## src/rtl/axis_ramp_generator.sv

```systemverilog
`default_nettype none
// ============================================================================
// Module      : axis_ramp_generator
// Description : AXI4-Stream programmable ramp source. Emits a sequence that
//               starts at cfg_start and advances by cfg_step on every accepted
//               beat. Three sequence modes are available: wrap, saturate and
//               triangle. Optional tlast framing and an enable-gated run state
//               are also provided. The cfg_* inputs are captured into shadow
//               registers on the IDLE->RUN transition.
// Optional    : `define AXIS_RAMP_WRAP_COUNT_EN adds the 32-bit wrap_count
//               output. It counts wrap events, the first saturation hit of a
//               run, and triangle turnarounds.
// Ports       : aclk, areset (sync, active-high)
//               enable                    - level-sensitive run request
//               cfg_start/step/limit      - ramp configuration
//               cfg_mode                  - 00 wrap, 01 sat, 10 tri, 11 wrap
//               cfg_frame_len             - beats per frame, 0 = no tlast
//               M_AXIS_tready/tvalid/tdata/tlast - master stream
//               busy                      - high while in RUN
//               wrap_count (optional)     - event counter
// Revision    : 1.0 - initial release
// ============================================================================
module axis_ramp_generator #(
  parameter int AXIS_TDATA_WIDTH = 32,
  parameter int COUNTER_WIDTH    = 32,
  parameter int FRAME_LEN_WIDTH  = 16
) (
  input  logic                        aclk,
  input  logic                        areset,
  input  logic                        enable,
  input  logic [COUNTER_WIDTH-1:0]    cfg_start,
  input  logic [COUNTER_WIDTH-1:0]    cfg_step,
  input  logic [COUNTER_WIDTH-1:0]    cfg_limit,
  input  logic [1:0]                  cfg_mode,
  input  logic [FRAME_LEN_WIDTH-1:0]  cfg_frame_len,
  input  logic                        M_AXIS_tready,
  output logic                        M_AXIS_tvalid,
  output logic [AXIS_TDATA_WIDTH-1:0] M_AXIS_tdata,
  output logic                        M_AXIS_tlast,
  output logic                        busy
`ifdef AXIS_RAMP_WRAP_COUNT_EN
  ,
  output logic [31:0]                 wrap_count
`endif
);

  localparam int         c_SUM_W     = COUNTER_WIDTH + 1;
  localparam logic [1:0] c_MODE_WRAP = 2'b00;
  localparam logic [1:0] c_MODE_SAT  = 2'b01;
  localparam logic [1:0] c_MODE_TRI  = 2'b10;
  localparam logic       c_DIR_UP    = 1'b0;
  localparam logic       c_DIR_DOWN  = 1'b1;

  typedef enum logic [0:0] {
    S_IDLE = 1'b0,
    S_RUN  = 1'b1
  } state_t;

  state_t r_state;
  state_t w_state_next;
  logic   w_start_run;
  logic   w_hs;

  // Shadow configuration, frozen for the duration of a run
  logic [COUNTER_WIDTH-1:0]   r_start;
  logic [COUNTER_WIDTH-1:0]   r_step;
  logic [COUNTER_WIDTH-1:0]   r_limit;
  logic [1:0]                 r_mode;
  logic [FRAME_LEN_WIDTH-1:0] r_frame_len;

  logic [COUNTER_WIDTH-1:0]   r_value;
  logic                       r_dir;
  logic [FRAME_LEN_WIDTH-1:0] r_beat;

  logic [c_SUM_W-1:0]         w_sum;
  logic [c_SUM_W-1:0]         w_limit_w;
  logic [c_SUM_W-1:0]         w_value_w;
  logic [c_SUM_W-1:0]         w_down_thr;
  logic                       w_degenerate;
  logic [COUNTER_WIDTH-1:0]   w_value_next;
  logic                       w_dir_next;
  logic                       w_tlast;

  // The handshake is taken from registered state only, so tready has no
  // combinational path to tvalid.
  assign w_hs = (r_state == S_RUN) && M_AXIS_tready;

  // --------------------------------------------------------------------------
  // FSM
  // --------------------------------------------------------------------------
  always_ff @(posedge aclk) begin
    if (areset) begin
      r_state <= S_IDLE;
    end else begin
      r_state <= w_state_next;
    end
  end

  always_comb begin
    w_state_next  = r_state;
    w_start_run   = 1'b0;
    M_AXIS_tvalid = 1'b0;
    busy          = 1'b0;
    case (r_state)
      S_IDLE: begin
        if (enable) begin
          w_state_next = S_RUN;
          w_start_run  = 1'b1;
        end
      end
      S_RUN: begin
        M_AXIS_tvalid = 1'b1;
        busy          = 1'b1;
        // A beat that has been presented must complete before the run stops.
        if (w_hs && !enable) begin
          w_state_next = S_IDLE;
        end
      end
      default: w_state_next = S_IDLE;
    endcase
  end

  // --------------------------------------------------------------------------
  // Next-value arithmetic. All comparisons use one extra bit so that
  // value+step never wraps silently.
  // --------------------------------------------------------------------------
  always_comb begin
    w_sum        = {1'b0, r_value} + {1'b0, r_step};
    w_limit_w    = {1'b0, r_limit};
    w_value_w    = {1'b0, r_value};
    w_down_thr   = {1'b0, r_start} + {1'b0, r_step};
    w_degenerate = (r_step == '0) || (r_start > r_limit);
    w_value_next = r_value;
    w_dir_next   = r_dir;

    if (w_degenerate) begin
      w_value_next = r_start;
      w_dir_next   = c_DIR_UP;
    end else begin
      case (r_mode)
        c_MODE_SAT: begin
          if (w_sum > w_limit_w) begin
            w_value_next = r_limit;
          end else begin
            w_value_next = w_sum[COUNTER_WIDTH-1:0];
          end
        end
        c_MODE_TRI: begin
          if (r_dir == c_DIR_UP) begin
            if (w_sum >= w_limit_w) begin
              w_value_next = r_limit;
              w_dir_next   = c_DIR_DOWN;
            end else begin
              w_value_next = w_sum[COUNTER_WIDTH-1:0];
            end
          end else begin
            if (w_value_w < w_down_thr) begin
              w_value_next = r_start;
              w_dir_next   = c_DIR_UP;
            end else begin
              w_value_next = r_value - r_step;
            end
          end
        end
        default: begin
          // Mode 11 behaves as wrap
          if (w_sum > w_limit_w) begin
            w_value_next = r_start;
          end else begin
            w_value_next = w_sum[COUNTER_WIDTH-1:0];
          end
        end
      endcase
    end
  end

  // --------------------------------------------------------------------------
  // Datapath registers
  // --------------------------------------------------------------------------
  always_ff @(posedge aclk) begin
    if (areset) begin
      r_start     <= '0;
      r_step      <= '0;
      r_limit     <= '0;
      r_mode      <= c_MODE_WRAP;
      r_frame_len <= '0;
      r_value     <= '0;
      r_dir       <= c_DIR_UP;
      r_beat      <= '0;
    end else if (w_start_run) begin
      r_start     <= cfg_start;
      r_step      <= cfg_step;
      r_limit     <= cfg_limit;
      r_mode      <= cfg_mode;
      r_frame_len <= cfg_frame_len;
      r_value     <= cfg_start;
      r_dir       <= c_DIR_UP;
      r_beat      <= '0;
    end else if (w_hs) begin
      r_value <= w_value_next;
      r_dir   <= w_dir_next;
      if (w_tlast) begin
        r_beat <= '0;
      end else begin
        r_beat <= r_beat + FRAME_LEN_WIDTH'(1);
      end
    end
  end

  always_comb begin
    w_tlast = (r_state == S_RUN) && (r_frame_len != '0) &&
              (r_beat == (r_frame_len - FRAME_LEN_WIDTH'(1)));
  end

  assign M_AXIS_tlast = w_tlast;

  // --------------------------------------------------------------------------
  // Output width adaptation
  // --------------------------------------------------------------------------
  generate
    if (AXIS_TDATA_WIDTH > COUNTER_WIDTH) begin : g_tdata_zext
      assign M_AXIS_tdata = {{(AXIS_TDATA_WIDTH-COUNTER_WIDTH){1'b0}}, r_value};
    end else if (AXIS_TDATA_WIDTH == COUNTER_WIDTH) begin : g_tdata_same
      assign M_AXIS_tdata = r_value;
    end else begin : g_tdata_trunc
      assign M_AXIS_tdata = r_value[AXIS_TDATA_WIDTH-1:0];
    end
  endgenerate

`ifdef AXIS_RAMP_WRAP_COUNT_EN
  // --------------------------------------------------------------------------
  // Wrap / limit-hit / turnaround event counter
  // --------------------------------------------------------------------------
  logic        r_sat_hit;
  logic [31:0] r_wrap_count;
  logic        w_wrap_event;

  always_comb begin
    w_wrap_event = 1'b0;
    if (!w_degenerate) begin
      case (r_mode)
        c_MODE_SAT: w_wrap_event = (w_sum > w_limit_w) && !r_sat_hit;
        c_MODE_TRI: begin
          if (r_dir == c_DIR_UP) begin
            w_wrap_event = (w_sum >= w_limit_w);
          end else begin
            w_wrap_event = (w_value_w < w_down_thr);
          end
        end
        default:    w_wrap_event = (w_sum > w_limit_w);
      endcase
    end
  end

  always_ff @(posedge aclk) begin
    if (areset) begin
      r_wrap_count <= '0;
      r_sat_hit    <= 1'b0;
    end else if (w_start_run) begin
      r_wrap_count <= '0;
      r_sat_hit    <= 1'b0;
    end else if (w_hs && w_wrap_event) begin
      r_wrap_count <= r_wrap_count + 32'd1;
      if (r_mode == c_MODE_SAT) begin
        r_sat_hit <= 1'b1;
      end
    end
  end

  assign wrap_count = r_wrap_count;
`endif

endmodule
`default_nettype wire

```

## config.mk

```make
export PLATFORM = sky130hd
export DESIGN_NAME = axis_ramp_generator
export DESIGN_NICKNAME = d
export VERILOG_FILES = /design/src/rtl/axis_ramp_generator.sv
export SDC_FILE = /design/constraint.sdc
export NUM_CORES = 1
export LEC_CHECK = 0
export CAP_MARGIN = 5
export CORE_MARGIN = 3
export CORE_UTILIZATION = 30
export CTS_BUF_LIST = sky130_fd_sc_hd__clkbuf_2
export CTS_CLUSTER_SIZE = 30
export DETAILED_ROUTE_END_ITERATION = 6
export GPL_TIMING_DRIVEN = 0
export PLACE_DENSITY_LB_ADDON = 0.08
export REMOVE_ABC_BUFFERS = 1
export SYNTH_ARGS = -nofsm -noshare
export SYNTH_HDL_FRONTEND = slang
export SYNTH_SLANG_ARGS = --single-unit
export TNS_END_PERCENT = 100
```

## constraint.sdc

```tcl
create_clock -name aclk -period 5.8 [get_ports aclk]
set_input_delay 1.16 -clock aclk [delete_from_list [all_inputs] [get_ports aclk]]
set_output_delay 1.16 -clock aclk [all_outputs]
set_load 0.005 [all_outputs]
```

Word level (Yosys, flattened, before mapping)

Index checks and enable logic that the tools add are counted.

Bits in registers: 164
Input port bits: 118
Output and inout bits: 35
Logic and storage cells: 54

Add/sub/neg operators: 5
Magnitude comparators: 4
Eq/ne operators: 3
Multiplexer cells: 20
Bitwise logic cells: 1
Reduce and logical (&&, ||, !) cells: 12

Operators by type and width:

| kind                                                | number |
|---|---|
| two-way mux 32 bit                                  | 8 |
| adder 32 x 32 -> 33 bit                             | 2 |
| one-hot mux 32 bit (2 select lines)                 | 1 |
| greater-or-equal comparator 33 x 32 -> 1 bit        | 1 |
| greater-than comparator 33 x 32 -> 1 bit            | 1 |
| less-than comparator 32 x 33 -> 1 bit               | 1 |
| greater-than comparator 32 bit                      | 1 |
| logical NOT 32 bit                                  | 1 |
| subtractor 32 bit                                   | 1 |
| adder 16 x 1 -> 16 bit, second input constant       | 1 |
| equality test 16 bit                                | 1 |
| two-way mux 16 bit                                  | 1 |
| nonzero test 16 bit                                 | 1 |
| subtractor 16 x 1 -> 16 bit, second input constant  | 1 |
| two-way mux 1 bit                                   | 9 |
| logical AND 1 bit                                   | 4 |
| nonzero test 2 bit                                  | 2 |
| equality test 2 x 1 -> 1 bit, second input constant | 1 |
| equality test 2 bit, second input constant          | 1 |
| one-hot mux 1 bit (2 select lines)                  | 1 |
| AND reduction 2 bit                                 | 1 |
| OR reduction 2 bit                                  | 1 |
| logical NOT 1 bit                                   | 1 |
| logical OR 1 bit                                    | 1 |
| NOT 1 bit                                           | 1 |

Depth between registers and ports, before layout

Depth after elaboration: 8
Mapped depth: 25

Least setup slack after synthesis

No wires, ideal clock.

Path kind: flip-flop to flip-flop
Start point: register r_value[6] (netlist: M_AXIS_tdata[6])
End point: register r_value[5] (netlist: M_AXIS_tdata[5])
Data arrival time: 5,227 ps
Data required time: 5,671 ps
Setup slack: 444 ps
Stages on the path, launching flop included: 22
Path buffers: 2
Cell sequence: dfxtp_1 ha_1 or4_4 or4_4 o22ai_2 o21ai_2 or4_4 and2_4 a221oi_4 ha_1 o21ai_0 nand2_1 o211ai_1 nand3_1 o31a_1 nor4b_1 buf_2 buf_2 mux2i_1 o221ai_1 a2111oi_0 nor2_1

Longest elaborated chain between the ends: 8
Elaborated cells on any way between the ends: 13
Classes of those cells: add/sub (1); order compare (3); mux (9)

RTL lines:

| what                                         | RTL line | RTL |
|---|---|---|
| start, declared                              | 71       | `logic [COUNTER_WIDTH-1:0] r_value;` |
| start signal, assigned                       | 196      | `r_value <= cfg_start;` |
| start signal, assigned                       | 200      | `r_value <= w_value_next;` |
| adder 32 x 32 -> 33 bit                      | 128      | `w_sum = {1'b0, r_value} + {1'b0, r_step};` |
| greater-or-equal comparator 33 x 32 -> 1 bit | 150      | `if (w_sum >= w_limit_w) begin` |
| two-way mux 32 bit                           | 150      |  |
| two-way mux 32 bit                           | 149      | `if (r_dir == c_DIR_UP) begin` |
| one-hot mux 32 bit (2 select lines) *        | 140      | `case (r_mode)` |
| two-way mux 32 bit *                         | 136      | `if (w_degenerate) begin` |
| two-way mux 32 bit *                         | 199      | `end else if (w_hs) begin` |
| two-way mux 32 bit *                         | 190      | `end else if (w_start_run) begin` |

Mark *: on every way between the ends. The rest lies on a longest branch, timed or not. The select of a mux whose other input is x is not followed.
A chain may end at the register's enable or synchronous reset.

Worst setup path after layout

Start point: register r_value[6] (netlist: M_AXIS_tdata[6])
End point: register r_value[14] (netlist: M_AXIS_tdata[14])

Same word-level chain as after synthesis.

==> results.yml <==
placement:
  place.gp.congestion: 0.8961
  place_area_um2: 19060
  port_buffers: 152
  dp_hpwl_um: 54440
  dpl_worst_slack_ns: -2.097
cts:
  holdBufCountCts: 0
  cts_root_buffer: "clkbuf_2"
  clockBufferDepth: 2
  numCtsBuffers: 17
  insertion_delay_ns: 1.07
  cts_tree: "done"
  cts.reportedPaths.clkPinSlew_ns: 0.29
  clock_sinks: 164
  ctsHtreeMaxLevel: 4
detailed_routing:
  met3_length_um: 3095
  top_layer: "met4"
  wl_per_cell_um: 22.23
  ant_nets: 0
  wl_met1_um: 34150
  dr.pass1.iters: 5
  drt_iter0_markers: 1119
  drc: 0
  post_drt_via_cell_ratio: 5.476
  vias: 17730
  wl_um: 71960
  wl_met2_um: 32960
floorplan:
  fp-row-count: 85
  die_height_um: 241.7
  die_w_um: 241.7
  die-area_um2: 58410
  start_util: 0.3066
  pin_count: 153
  coreArea_um2: 54350
power:
  p_leak_nw: 8.141
  peakVddDrop_v: 0.0001901
  power_density_nw_per_um2: 278.3
cells_and_area:
  syn_to_final_growth_pct: 23.82
  finalInstanceArea_um2: 20630
  nets: 2799
  fin_util: 0.3796
  layout-drive-gt1-share: 0.1158
worst_setup_path:
  crit_arrival_ns: 6.61
  critPathKind: "flop to flop"
  crit_slowest_cell: "a2111oi_0"
  required_ns: 6.75
  cpPeakStageDelay_ns: 0.52
  path_cells: "buf_4, ha_2, nor3b_2, a2111oi_2, o21a_2, nand3_2, nand4_1, a41oi_2, xnor2_2, inv_1, ha_1, nor4_1, o21ai_0, o211ai_1, buf_4, nand3_2, o31a_1, buf_4, a211o_4, buf_12, o21ai_0, a21oi_1, a2111oi_0, nor4_1"
  worstReg2RegEnd: "M_AXIS_tdata[14]"
  critPathCaptureType: "flop"
  cp-start-kind: "flop"
  reg2reg_from: "M_AXIS_tdata[6]"
  reg2regPathDepth: 24
  path_max_fanout: 29
  worstSetupStartpoint: "M_AXIS_tdata[6]"
  critical_path.most_common_cell: "buf_4"
  setup.worst_path.end: "M_AXIS_tdata[14]"
  rrSetupSlack_ns: 0.14
timing:
  period_share: 0.9756
  max_clock_freq_mhz: 176.7
  hold_slack_ns: 0.4923
  tightest_slew_ns: 1.316
  maxSlewViolCount: 0
  period_needed_ns: 5.658
  relSlewSlack: 0.1216
  final-setup-viol-count: 0
  rsz0062_at_grt: "yes"
  clock_skew_ns: 0.07604
  setup-tns-final_ns: 0
  hold_violations: 0
  fin_ws_ns: 0.1418
logic_synthesis:
  yosysUniqueCellTypes: 77
  synthArstFlopShare: 0
  netlist_instances: 2359
  synth_common_cells: "nand2_1, a21oi_1, nor2_1"
  yosys_warnings: 0
  synth-seq-area-share: 0.1970
  synthFlopType: "dfxtp_1"
  postSynthAreaPerCell_um2: 7.064
  synth_seq_cells: 164
  yosysTopAreaCellShare: 0.1970
  yosys-top-cells-area: "dfxtp_1, ha_1, a21oi_1"
  syn_area_um2: 16660
  yosysMostFrequentCell: "nand2_1"
  synth_top_cell_by_area: "dfxtp_1"
  synth-edff-count: 0
global_routing:
  grt_max_degree: 91
  grt_use_total: 0.2389
  grt_pass1_wl_um: 107200
  grt_antenna_before_repair: 3
  first_global_vias: 16980
  overflow: 0
run_status:
  outcome: "completed"
flow_run:
  drv_cap: 0
hold_path:
  hp-class: "flop to flop"
==> worst min-delay path by stage <==
stage	startpoint	endpoint	slack, ns	depth (start not counted)
2_1_floorplan	r_limit[10]	r_limit[10]	0.44	2
3_3_place_gp	r_limit[3]	r_limit[3]	0.47	2
3_5_place_dp	r_limit[3]	r_limit[3]	0.48	2
4_1_cts	areset	r_limit[29]	0.36	2
5_1_grt	areset	r_limit[29]	0.46	2
6_report	r_limit[3]	r_limit[3]	0.49	2
==> cells by family after synthesis <==
group / count (synthesis) / share of synthesized area
multiplexers: 58 / 0.03537
XOR/XNOR: 111 / 0.05834
AND/OR/NAND/NOR: 858 / 0.2343
adder cells (fa/ha/maj): 197 / 0.1493
buffers and inverters: 256 / 0.05909
flip-flops: 164 / 0.1970
AO/OA/AOI/OAI: 715 / 0.2666
==> power by group <==
group	internal [mW]	leakage [nW]	switching (mW)
clock network	0.160	0.128	0.502
logic	1.62	6.65	2.09
registers	1.21	1.36	0.156
==> flip-flops by register name, indices dropped and copies added, names as in the netlist <==
register,cells
M_AXIS_tdata,32
r_beat,16
r_dir,1
r_frame_len,16
r_limit,32
r_mode,2
r_start,32
r_state,1
r_step,32
==> through the flow <==
step	power, mW	cells
final	5.741	3237
after CTS	5.619	3207
after global routing	6.123	3237
after global placement	4.284	3118
after detailed placement	4.524	3141
after floorplan	3.288	2227
==> cell type report <==
type                    count  area (µm²)
well taps                 739       924.6
multi-input cells        1939       13130
repair buffers            238        2529
clock inverters            14       130.1
fillers                  5810       33710
diodes                      2       5.005
clock buffers              17       85.08
inverters                 124       469.2
flip-flops and latches    164        3359
==> placed cells by master (no fill, tap or decap), types with 12 or more instances in the layout <==
cell type / instances
nand4_1: 25
a21oi_1: 291
o21ai_0: 114
or3_1: 16
dfxtp_1: 125
nand2_1: 361
buf_4: 59
a31oi_1: 19
nand3_1: 35
xor2_1: 43
o21a_1: 12
nor2b_1: 16
nor2_1: 218
o21bai_1: 16
mux2i_1: 51
a21o_1: 37
nor4_1: 36
o22ai_1: 13
xnor2_1: 65
clkdlybuf4s50_1: 151
dfxtp_2: 28
o211ai_1: 22
nor3_1: 38
a211oi_1: 39
inv_1: 122
clkbuf_2: 17
ha_2: 19
and2_1: 13
nand2b_1: 22
ha_1: 164
o31ai_1: 12
==> worst max-delay path: cells and delay by family, from the launching register on <==
family / cells / cell delay [ns]
AND/OR/NAND/NOR: 6 / 0.97
adder cells (fa/ha/maj): 2 / 0.56
buffers and inverters: 5 / 0.75
AO/OA/AOI/OAI: 10 / 2.51
flip-flops: 1 / 0.43
XOR/XNOR: 1 / 0.31
==> what timing repair did <==
| action | CTS | global route |
|---|---|---|
| gates resized for setup | 110 | 96 |
| setup endpoints to repair | 33 | 33 |
| cloned | 1 | 0 |
| setup buffers | 36 | 27 |
| pin swaps | 31 | 29 |
==> per-layer routing <==
| layer | vias to the layer above | global-route usage |
|---|---|---|
| li1 | 8693 | - |
| met1 | 8529 | 0.3258 |
| met2 | 419 | 0.3874 |
| met3 | 84 | 0.03722 |
| met4 | 0 | 0.07373 |
| met5 | - | 0 |
(Power assumes the default switching activity.)
